### src/rtl/castle_move_gen.sv
// castle_move_gen: castling move producer for the move-generation stage.
// Latches a board on board_valid, checks short/long castling rights and
// occupancy on the mover's base rank, streams up to two post-castle boards
// over a valid/ready port, then pulses gen_done with the number emitted.
//
// Ports:
//   clk, reset (async, active low)
//   board_valid, board, castle_mask, white_to_move, attacked : job input
//   clear_gen                   : synchronous abort back to IDLE
//   move_valid / move_ready     : result handshake
//   move_board, move_castle_mask, move_short : result payload
//   gen_done, move_count        : end-of-run pulse and run total
//
// Parameters:
//   LONG_FIRST  : 1 = long castle evaluated/emitted before short
//   COUNT_WIDTH : width of move_count, must be at least 2
//
// Build option:
//   CASTLE_ATTACK_CHECK_EN : when defined, a castle whose king start,
//   transit or destination square is attacked is rejected. When undefined
//   the attacked input is ignored and the generator is pseudo-legal.

`ifndef PIECE_WIDTH
`define PIECE_WIDTH 4
`endif
`ifndef EMPTY_POSN
`define EMPTY_POSN (`PIECE_WIDTH'(0))
`endif
`ifndef WHITE_ROOK
`define WHITE_ROOK (`PIECE_WIDTH'(4))
`endif
`ifndef WHITE_KING
`define WHITE_KING (`PIECE_WIDTH'(6))
`endif
`ifndef BLACK_KNIGHT
`define BLACK_KNIGHT (`PIECE_WIDTH'(10))
`endif
`ifndef BLACK_ROOK
`define BLACK_ROOK (`PIECE_WIDTH'(12))
`endif
`ifndef BLACK_KING
`define BLACK_KING (`PIECE_WIDTH'(14))
`endif
`ifndef CASTLE_WHITE_SHORT
`define CASTLE_WHITE_SHORT 0
`endif
`ifndef CASTLE_WHITE_LONG
`define CASTLE_WHITE_LONG 1
`endif
`ifndef CASTLE_BLACK_SHORT
`define CASTLE_BLACK_SHORT 2
`endif
`ifndef CASTLE_BLACK_LONG
`define CASTLE_BLACK_LONG 3
`endif

module castle_move_gen #(
    parameter int LONG_FIRST  = 0,
    parameter int COUNT_WIDTH = 2
) (
    input  logic                        clk,
    input  logic                        reset,
    input  logic                        board_valid,
    input  logic [64*`PIECE_WIDTH-1:0]  board,
    input  logic [3:0]                  castle_mask,
    input  logic                        white_to_move,
    input  logic                        clear_gen,
    input  logic [63:0]                 attacked,
    output logic                        move_valid,
    input  logic                        move_ready,
    output logic [64*`PIECE_WIDTH-1:0]  move_board,
    output logic [3:0]                  move_castle_mask,
    output logic                        move_short,
    output logic                        gen_done,
    output logic [COUNT_WIDTH-1:0]      move_count
);

    localparam int PW = `PIECE_WIDTH;
    localparam int BW = 64 * PW;
    localparam bit LF = (LONG_FIRST != 0);

    typedef enum logic [2:0] {
        S_IDLE,
        S_CHECK_A,
        S_EMIT_A,
        S_CHECK_B,
        S_EMIT_B,
        S_DONE
    } state_t;

    state_t                 r_state;
    state_t                 w_next;

    logic [BW-1:0]          r_board;
    logic [3:0]             r_mask;
    logic                   r_white;
    logic [BW-1:0]          r_move_board;
    logic [3:0]             r_move_mask;
    logic                   r_move_short;
    logic                   r_legal;
    logic [COUNT_WIDTH-1:0] r_count;

`ifdef CASTLE_ATTACK_CHECK_EN
    logic [63:0]            r_attacked;
`else
    logic                   w_unused_attacked;
    assign w_unused_attacked = ^attacked;
`endif

    // Bit offset of a square's piece field inside the flat board vector.
    function automatic int slot(input logic [2:0] rank, input logic [2:0] file);
        return int'({rank, file}) * PW;
    endfunction

    logic [2:0]    w_rank;
    logic [PW-1:0] w_king;
    logic [PW-1:0] w_rook;
    logic          w_right_s;
    logic          w_right_l;
    logic          w_short_ok;
    logic          w_long_ok;
    logic [3:0]    w_clear_bits;
    logic [3:0]    w_new_mask;
    logic [BW-1:0] w_short_board;
    logic [BW-1:0] w_long_board;
    logic          w_check_short;
    logic          w_check_legal;
    logic          w_in_check;
    logic          w_in_emit;

    assign w_rank = r_white ? 3'd0 : 3'd7;
    assign w_king = r_white ? `WHITE_KING : `BLACK_KING;
    assign w_rook = r_white ? `WHITE_ROOK : `BLACK_ROOK;

    assign w_right_s = r_white ? r_mask[`CASTLE_WHITE_SHORT]
                               : r_mask[`CASTLE_BLACK_SHORT];
    assign w_right_l = r_white ? r_mask[`CASTLE_WHITE_LONG]
                               : r_mask[`CASTLE_BLACK_LONG];

    always_comb begin
        w_short_ok = w_right_s
            && (r_board[slot(w_rank, 3'd4) +: PW] == w_king)
            && (r_board[slot(w_rank, 3'd7) +: PW] == w_rook)
            && (r_board[slot(w_rank, 3'd5) +: PW] == `EMPTY_POSN)
            && (r_board[slot(w_rank, 3'd6) +: PW] == `EMPTY_POSN);
        w_long_ok = w_right_l
            && (r_board[slot(w_rank, 3'd4) +: PW] == w_king)
            && (r_board[slot(w_rank, 3'd0) +: PW] == w_rook)
            && (r_board[slot(w_rank, 3'd1) +: PW] == `EMPTY_POSN)
            && (r_board[slot(w_rank, 3'd2) +: PW] == `EMPTY_POSN)
            && (r_board[slot(w_rank, 3'd3) +: PW] == `EMPTY_POSN);
`ifdef CASTLE_ATTACK_CHECK_EN
        // King may not start on, pass through, or land on an attacked square.
        if (r_attacked[{w_rank, 3'd4}] || r_attacked[{w_rank, 3'd5}]
            || r_attacked[{w_rank, 3'd6}]) begin
            w_short_ok = 1'b0;
        end
        if (r_attacked[{w_rank, 3'd4}] || r_attacked[{w_rank, 3'd3}]
            || r_attacked[{w_rank, 3'd2}]) begin
            w_long_ok = 1'b0;
        end
`endif
    end

    always_comb begin
        w_short_board = r_board;
        w_short_board[slot(w_rank, 3'd4) +: PW] = `EMPTY_POSN;
        w_short_board[slot(w_rank, 3'd7) +: PW] = `EMPTY_POSN;
        w_short_board[slot(w_rank, 3'd6) +: PW] = w_king;
        w_short_board[slot(w_rank, 3'd5) +: PW] = w_rook;
    end

    always_comb begin
        w_long_board = r_board;
        w_long_board[slot(w_rank, 3'd4) +: PW] = `EMPTY_POSN;
        w_long_board[slot(w_rank, 3'd0) +: PW] = `EMPTY_POSN;
        w_long_board[slot(w_rank, 3'd2) +: PW] = w_king;
        w_long_board[slot(w_rank, 3'd3) +: PW] = w_rook;
    end

    // Castling in either direction forfeits both of the mover's rights.
    assign w_clear_bits = r_white
        ? ((4'd1 << `CASTLE_WHITE_SHORT) | (4'd1 << `CASTLE_WHITE_LONG))
        : ((4'd1 << `CASTLE_BLACK_SHORT) | (4'd1 << `CASTLE_BLACK_LONG));
    assign w_new_mask = r_mask & ~w_clear_bits;

    // Slot A is short unless LONG_FIRST; slot B is the other one.
    assign w_check_short = (r_state == S_CHECK_A) ? !LF : LF;
    assign w_check_legal = w_check_short ? w_short_ok : w_long_ok;

    assign w_in_check = (r_state == S_CHECK_A) || (r_state == S_CHECK_B);
    assign w_in_emit  = (r_state == S_EMIT_A) || (r_state == S_EMIT_B);

    always_comb begin
        w_next = r_state;
        if (clear_gen) begin
            w_next = S_IDLE;
        end else begin
            unique case (r_state)
                S_IDLE: begin
                    if (board_valid) begin
                        w_next = S_CHECK_A;
                    end
                end
                S_CHECK_A: begin
                    w_next = w_check_legal ? S_EMIT_A : S_CHECK_B;
                end
                S_EMIT_A: begin
                    if (move_ready) begin
                        w_next = S_CHECK_B;
                    end
                end
                S_CHECK_B: begin
                    w_next = w_check_legal ? S_EMIT_B : S_DONE;
                end
                S_EMIT_B: begin
                    if (move_ready) begin
                        w_next = S_DONE;
                    end
                end
                S_DONE: begin
                    w_next = S_IDLE;
                end
                default: begin
                    w_next = S_IDLE;
                end
            endcase
        end
    end

    always_ff @(posedge clk or negedge reset) begin
        if (!reset) begin
            r_state      <= S_IDLE;
            r_board      <= '0;
            r_mask       <= '0;
            r_white      <= 1'b0;
            r_move_board <= '0;
            r_move_mask  <= '0;
            r_move_short <= 1'b0;
            r_legal      <= 1'b0;
            r_count      <= '0;
`ifdef CASTLE_ATTACK_CHECK_EN
            r_attacked   <= '0;
`endif
        end else begin
            r_state <= w_next;
            if (!clear_gen) begin
                if ((r_state == S_IDLE) && board_valid) begin
                    r_board <= board;
                    r_mask  <= castle_mask;
                    r_white <= white_to_move;
                    r_count <= '0;
`ifdef CASTLE_ATTACK_CHECK_EN
                    r_attacked <= attacked;
`endif
                end
                if (w_in_check) begin
                    r_legal      <= w_check_legal;
                    r_move_short <= w_check_short;
                    r_move_mask  <= w_new_mask;
                    r_move_board <= w_check_short ? w_short_board
                                                  : w_long_board;
                end
                if (w_in_emit && move_ready) begin
                    r_count <= r_count + COUNT_WIDTH'(1);
                end
            end
        end
    end

    assign move_valid       = w_in_emit && r_legal;
    assign move_board       = r_move_board;
    assign move_castle_mask = r_move_mask;
    assign move_short       = r_move_short;
    assign gen_done         = (r_state == S_DONE);
    assign move_count       = r_count;

endmodule

### config.mk
export PLATFORM = sky130hd
export DESIGN_NAME = castle_move_gen
export DESIGN_NICKNAME = d
export VERILOG_FILES = /design/src/rtl/castle_move_gen.sv
export SDC_FILE = /design/constraint.sdc
export NUM_CORES = 1
export LEC_CHECK = 0
export CELL_PAD_IN_SITES_DETAIL_PLACEMENT = 1
export CELL_PAD_IN_SITES_GLOBAL_PLACEMENT = 1
export CORE_MARGIN = 2
export CORE_UTILIZATION = 30
export CTS_BUF_LIST = sky130_fd_sc_hd__clkbuf_4
export CTS_CLUSTER_DIAMETER = 200
export DETAILED_ROUTE_END_ITERATION = 10
export GPL_ROUTABILITY_DRIVEN = 0
export MAX_ROUTING_LAYER = met4
export PLACE_DENSITY_LB_ADDON = 0.1
export SKIP_CTS_REPAIR_TIMING = 1
export SLEW_MARGIN = 20
export SYNTH_ARGS = -nofsm -noshare
export SYNTH_HDL_FRONTEND = slang
export SYNTH_SLANG_ARGS = --single-unit
export TNS_END_PERCENT = 5
### constraint.sdc
create_clock -name clk -period 2.25 [get_ports clk]
set_input_delay 0.45 -clock clk [delete_from_list [all_inputs] [get_ports clk]]
set_output_delay 0.45 -clock clk [all_outputs]
set_load 0.05 [all_outputs]
==> reports/metrics.yaml, run 1 <==
power_and_ir_drop:
  irDropWorstVdd_uv: 703
  p_leak_nw: 13.4
  cellPowerDensity_nw_per_um2: 1600
worst_setup_path:
  cp.required_ns: 1.80
  cp-end-kind: "output port"
  critPathMaxFanout: 5
  max_stage_delay_ns: 0.39
  cp.arrival_ns: 2.02
  cp_cell_sequence: "buf_6 -> xnor2_4 -> nor2_2 -> and2_4 -> buf_12"
  crit_family: "flip-flops"
  r2r_start: "r_board[0]$_DFFE_PN0P_"
  crit_start: "r_state[1]$_DFFE_PN0P_"
  cp.buffers_inverters: 2
  worst_setup_path_start_kind: "flip-flop"
  slowest_stage: "dfrtp_1"
  path_class: "reg -> out"
global_routing:
  grt_pass1_vias: 16800
  grt_first_pass_wirelength_mm: 98.6
  grt_max_degree: 60
  grt-ovfl-total: 0
  grt_usage_pct: 19.7
  antenna_found_initial: 23
die:
  die_h_um: 261
  ios: 595
  die_x_um: 261
  core_um2: 65600
  start_util_pct: 30.3
  row_count: 94
  dieArea_um2: 68300
yosys:
  synth_cell_types: 36
  synth-async-reset-ratio_pct: 100
  syn_avg_cell_area_um2: 12.1
  yosysTopAreaCellShare_pct: 66.5
  synth_flop_cell: "dfrtp_1"
  synthesis.nets: 1968
  synth_area_um2: 19900
  synth_seq_cells: 528
  ys_warn_count: 0
  yosysMostFrequentCell: "nand2_1"
  yosys-top-cells-area: "dfrtp_1, mux2_2, nand2_1, a22o_1, buf_2"
  synth_edf_count: 0
  synth.largest_area_cell: "dfrtp_1"
  netlist_instances: 1638
  synth_common_cells: "nand2_1, dfrtp_1, mux2_2, buf_2, a22o_1"
  yosysSeqAreaShare_pct: 66.5
place:
  hpwl_mm: 46.6
  port_buffers: 530
  place_area_um2: 26800
  dp.cells: 3019
sta:
  max_freq_ghz: 0.404
  finClkSkew_ns: 0.0519
  slew_headroom_pct: 55.0
  finalSetupViolations: 2
  tightest_slew_ns: 0.673
  setup_tns_ns: -0.296
  setup_ws_ns: -0.224
  fin_crit_ns: 2.47
  rsz0062_at_grt: "yes"
  period_share_pct: 110
  report.final.slew_viol_count: 0
  hold_viol: 0
clock_network:
  htreeDepth: 4
  cts_root_buf: "clkbuf_4"
  clock-sinks: 528
  clk_path_buf_depth: 3
  clk_pin_slew_worst_paths_ns: 0.07
  cts_tree: "built"
  clkLatencyLatePin_ns: 0.96
  cts-buffers-inserted: 153
final_layout:
  drive_above_1_share_pct: 35.6
  area_growth_pct: 39.4
  finalNetCount: 2648
  seq_area_um2: 13200
  multiInputGateArea_um2: 6280
  stdcell_count: 3321
  fin_area_um2: 27700
  nFillCells: 7273
detailed_routing:
  post_drt_wl_per_cell_um: 19.5
  drt_iter0_markers: 583
  route.detailed.drc: 0
  final_antenna_net_count: 0
  vias: 14900
  drt-pass1-iter-count: 4
  via_per_inst: 4.48
  wl_mm: 64.8
flow_run:
  cap_violations: 0
status:
  status: "finished, violations left"
  violations: "negative setup slack"
hold_path:
  hp-class: "in -> async"
[where the power goes]
group	total, W	internal, W	switching [W]	leakage (nW)
Clock	0.00904	0.00491	0.00413	1.15
Combinational	0.0184	0.00580	0.0126	5.79
Sequential	0.0168	0.0141	0.00267	6.42
[metrics by stage]
step	hold WS (ns)	setup slack [ns]	util (%)	total power, W
detailed placement	0.455	-0.00369	40.9	0.0375
finish	0.0875	-0.224	42.2	0.0442
floorplan	0.154	0.547	-	0.0293
global route	-0.0428	-0.403	42.2	0.0471
global placement	0.442	0.0215	40.9	0.0369
CTS	-0.637	-0.588	43.8	0.0469
[path summary, 6_finish.rpt]
check | to | slack, ns | cells after the start
min | move_board[74]$_DFFE_PN0P_ | 0.09 | 2
min reg2reg | move_board[106]$_DFFE_PN0P_ | 0.45 | 2
max reg2reg | r_state[0]$_DFFE_PN0P_ | 0.21 | 5
min in group clk | r_board[7]$_DFFE_PN0P_ | 0.10 | 2
max | move_valid | -0.22 | 5
max in group asynchronous | r_board[20]$_DFFE_PN0P_ | 1.30 | 3
[registers in the layout, indices dropped and copies added (netlist names)]
signal            cells
move_board          256
r_board             256
move_castle_mask      4
r_mask                4
r_state               3
move_count            2
move_short            1
r_legal               1
r_white               1
[cells in the final DEF, fill, tap and decap left out, types with 2 or more instances in the layout]
cell type,count
buf_12,37
inv_2,5
o22a_1,16
mux2_2,261
bufinv_16,3
a21oi_2,2
nand3_1,7
clkinv_4,3
nand2_1,637
dfrtp_2,2
nor2_1,13
or3b_2,2
clkbuf_2,253
dlygate4sd3_1,2
a22o_1,32
nand4_1,2
diode_2,33
and2_4,2
buf_2,2
nor4_1,6
dfrtp_1,526
a21oi_1,2
clkinv_1,22
clkdlybuf4s50_1,264
nor4b_1,7
buf_4,51
clkbuf_4,226
buf_6,2
nand3b_1,7
nor3_1,5
o21ai_0,4
[cells by family after synthesis]
group / synth area share [%]
AOI/OAI and AO/OA: 2.53
xor gates and xnor gates: 0.0882
buffers and inverters: 2.10
DFF: 66.5
muxes: 14.8
and+or+nand+nor: 13.9
[cell type report]
class                      count  share of cell area, %
timing repair buffer         612                   18.4
clock buffer                 226                   6.13
multi-input combinational   1022                   22.7
antenna                       33                  0.298
clock inverter                35                  0.832
tap                          864                   3.90
sequential                   528                   47.7
inverter                       1                 0.0136
[metal layers]
metal  share of wire, %  global-route usage [%]  wire [um]
met1                 39                    21.3      25300
met4                2.4                    7.91       1540
met2                 50                    31.7      32200
met5                  0                       -          0
met3                8.9                    8.43       5740
(Power assumes the default switching activity.)
==> inputs of run 2 (changes only) <==
--- a/config.mk
+++ b/config.mk
@@ -5,6 +5,7 @@
 export SDC_FILE = /design/constraint.sdc
 export NUM_CORES = 1
 export LEC_CHECK = 0
+export ABC_CLOCK_PERIOD_IN_PS = 2250
 export CELL_PAD_IN_SITES_DETAIL_PLACEMENT = 1
 export CELL_PAD_IN_SITES_GLOBAL_PLACEMENT = 1
 export CORE_MARGIN = 2
@@ -13,8 +14,10 @@
 export CTS_CLUSTER_DIAMETER = 200
 export DETAILED_ROUTE_END_ITERATION = 10
 export GPL_ROUTABILITY_DRIVEN = 0
+export HOLD_SLACK_MARGIN = 0.08
 export MAX_ROUTING_LAYER = met4
 export PLACE_DENSITY_LB_ADDON = 0.1
+export REMOVE_ABC_BUFFERS = 1
 export SKIP_CTS_REPAIR_TIMING = 1
 export SLEW_MARGIN = 20
 export SYNTH_ARGS = -nofsm -noshare
==> run 2 against run 1 <==
  * The flow still finishes with violations (negative setup slack)
  * Largest cell class unchanged
  * Global-route usage down 0.087 points
  * First-iteration DRC count down 5.0%
  * Routed wire length up 2.1%
  * Flip-flop and latch count unchanged
  * Design area up 8.7%
  * Sequential power about the same
  * Register-to-register slack better by 0.07 ns
  * Maximum frequency up 3.1%
  * Critical path depth down 1
  * Clock power up 1%
  * Critical endpoint unchanged
  * Die area unchanged
  * Sequential share of layout area down 3.8 points
==> reports/metrics.yaml, run 2 (synthesized netlist as in run 1, its figures left out) <==
status:
  status: "finished, violations left"
  violations: "negative setup slack"
power_and_ir_drop:
  power_switching_w: 0.0195  # +0.93%
  p_comb_share_pct: 42.0  # +0.4 points
  irDropWorstVdd_uv: 792  # +13%
  p_sw_share_pct: 43.7  # -0.17 points
  p_leak_nw: 14.4  # +7.6%
  intPower_w: 0.0252  # +1.6%
  cellPowerDensity_nw_per_um2: 1490  # -6.8%
  pwr-share-clk_pct: 20.5  # about the same
  pwr-share-seq_pct: 37.5  # -0.4 points
hold_path:
  hp-class: "in -> reg"
  hold_depth: 2
  hold_path_end: "r_board[10]$_DFFE_PN0P_"
  min-delay-start: "board[10]"
worst_setup_path:
  cp-end-kind: "output port"
  worst_setup_path_start_kind: "flip-flop"
  cp.arrival_ns: 1.95  # -0.07 ns
  r2r_start: "r_state[2]$_DFFE_PN0P_"
  regToRegEndpoint: "r_board[52]$_DFFE_PN0P_"
  path_class: "reg -> out"
  critPathMaxFanout: 6  # +1
  r2r_setup_slack_ns: 0.28  # +0.07 ns
  slowest_stage: "dfrtp_2"
  cp.required_ns: 1.80  # about the same
  cp_cell_sequence: "xnor2_2 -> nor2_2 -> and2_4 -> buf_12"
  max_stage_delay_ns: 0.46  # +0.07 ns
  reg2regPathDepth: 5  # unchanged
detailed_routing:
  vias: 15800  # +6.0%
  post_drt_wl_per_cell_um: 18.7  # -4.1%
  final_antenna_net_count: 0  # unchanged
  wl_mm: 66.2  # +2.1%
  drt_iter0_markers: 554  # -5.0%
  route.detailed.drc: 0  # unchanged
  via_per_inst: 4.46  # -0.44%
  drt-pass1-iter-count: 4  # unchanged
clock_network:
  htreeDepth: 4  # unchanged
  cts-buffers-inserted: 154  # +0.65%
  cts_root_buf: "clkbuf_4"
  cts_tree: "built"
  clkLatencyLatePin_ns: 0.92  # -0.04 ns
  clk_pin_slew_worst_paths_ns: 0.06  # about the same
  clk_path_buf_depth: 3  # unchanged
  clock-sinks: 528  # unchanged
final_layout:
  final_cell_mix: "nand2_1, dfrtp_1, clkdlybuf4s50_1"
  final_common_cell: "nand2_1"
  drive_above_1_share_pct: 32.3  # -3.2 points
  fin_area_um2: 30100  # +8.7%
  area_growth_pct: 51.6
  finalNetCount: 2888  # +9.1%
die:
  dieArea_um2: 68300  # unchanged
  row_count: 94  # unchanged
  core_um2: 65600  # unchanged
  start_util_pct: 30.3  # unchanged
  ios: 595  # unchanged
  die_h_um: 261  # unchanged
  die_x_um: 261  # unchanged
global_routing:
  antenna_found_initial: 13  # -43%
  grt_max_degree: 68  # +13%
  grt_pass1_vias: 16800  # -0.16%
  grt_first_pass_wirelength_mm: 98.2  # -0.41%
  grt_usage_pct: 19.6  # -0.087 points
  grt-ovfl-total: 0  # unchanged
sta:
  finClkSkew_ns: 0.0565  # +0.00463 ns
  setup_tns_ns: -0.190  # +0.106 ns
  max_freq_ghz: 0.416  # +3.1%
  finalSetupViolations: 2  # unchanged
  report.final.slew_viol_count: 0  # unchanged
  setup_ws_ns: -0.151  # +0.0732 ns
  fin_crit_ns: 2.40  # -0.0732 ns
  hold_viol: 0  # unchanged
  rsz0062_at_grt: "yes"
  slew_headroom_pct: 60.5  # +5.6 points
  period_share_pct: 107  # -3.3 points
  tightest_slew_ns: 0.586  # -0.0870 ns
place:
  port_buffers: 530  # unchanged
  place_area_um2: 26900  # +0.14%
  hpwl_mm: 46.5  # -0.36%
flow_run:
  cap_violations: 0  # unchanged
run 2: cell count changes in the layout (fill, tap and decap cells not counted), sizes merged, moves of 2 or more:
cell and change:
clkinv -2, clkbuf -8, diode -20, dlygate4sd3 +238
inv +2, bufinv +2
run 2: per-layer routing:
layer  up-vias  share of wire (%)  global-route usage (%)
li1       7321                  -                       -
met3       133                6.9                    7.56
met5         -                  0                       -
met1      7887                 41                    22.0
met2       419                 50                    31.3
met4         0                2.8                    7.80
run 2: area by class of cell:
type,instances,area [um2]
Clock buffer,218,1640
Inverter,1,3.75
Fill cell,7198,35500
Sequential cell,528,13200
Multi-Input combinational cell,1022,6260
Clock inverter,38,304
Antenna cell,13,32.5
Timing Repair Buffer,851,7560
Tap cell,864,1080
run 2: power by group through the flow:
| stage | Clock, W | Sequential (W) | Combinational (W) |
|---|---|---|---|
| floorplan | 0 | 0.0235 | 0.00627 |
| global placement | 0 | 0.0167 | 0.0202 |
| detailed placement | 0 | 0.0169 | 0.0206 |
| CTS | 0.00963 | 0.0168 | 0.0206 |
| global route | 0.0102 | 0.0174 | 0.0201 |
| finish | 0.00916 | 0.0168 | 0.0188 |
run 2: worst max-delay path by stage:
stage | start | end | slack [ns] | depth (start not counted)
6_report | r_state[1]$_DFFE_PN0P_ | move_valid | -0.15 | 4
5_1_grt | r_state[1]$_DFFE_PN0P_ | move_valid | -0.34 | 4
4_1_cts | move_board[31]$_DFFE_PN0P_ | move_board[31] | -0.54 | 1
3_5_place_dp | clear_gen | r_board[232]$_DFFE_PN0P_ | -0.11 | 6
3_3_place_gp | clear_gen | r_board[176]$_DFFE_PN0P_ | -0.05 | 6
2_1_floorplan | r_state[2]$_DFFE_PN0P_ | r_board[0]$_DFFE_PN0P_ | -5.27 | 3
run 2: worst max-delay path: cells and delay by family, from the launching register on:
family	cells	cell delay, ns
DFF	1	0.46
and+or+nand+nor	2	0.30
xor gates and xnor gates	1	0.17
buffers and inverters	1	0.13
run 2: through the flow:
step / setup WS [ns] / hold WS [ns] / std cells / total power (W) / utilization, %
2_1_floorplan: -5.27 / 0.154 / 1551 / 0.0298 / -
3_3_place_gp: -0.0541 / 0.443 / 3018 / 0.0369 / 41.0
3_5_place_dp: -0.114 / 0.444 / 3018 / 0.0375 / 41.0
4_1_cts: -0.541 / -0.659 / 3274 / 0.0471 / 43.9
5_1_grt: -0.340 / 0.0664 / 3535 / 0.0476 / 45.9
6_report: -0.151 / 0.177 / 3535 / 0.0447 / 45.9
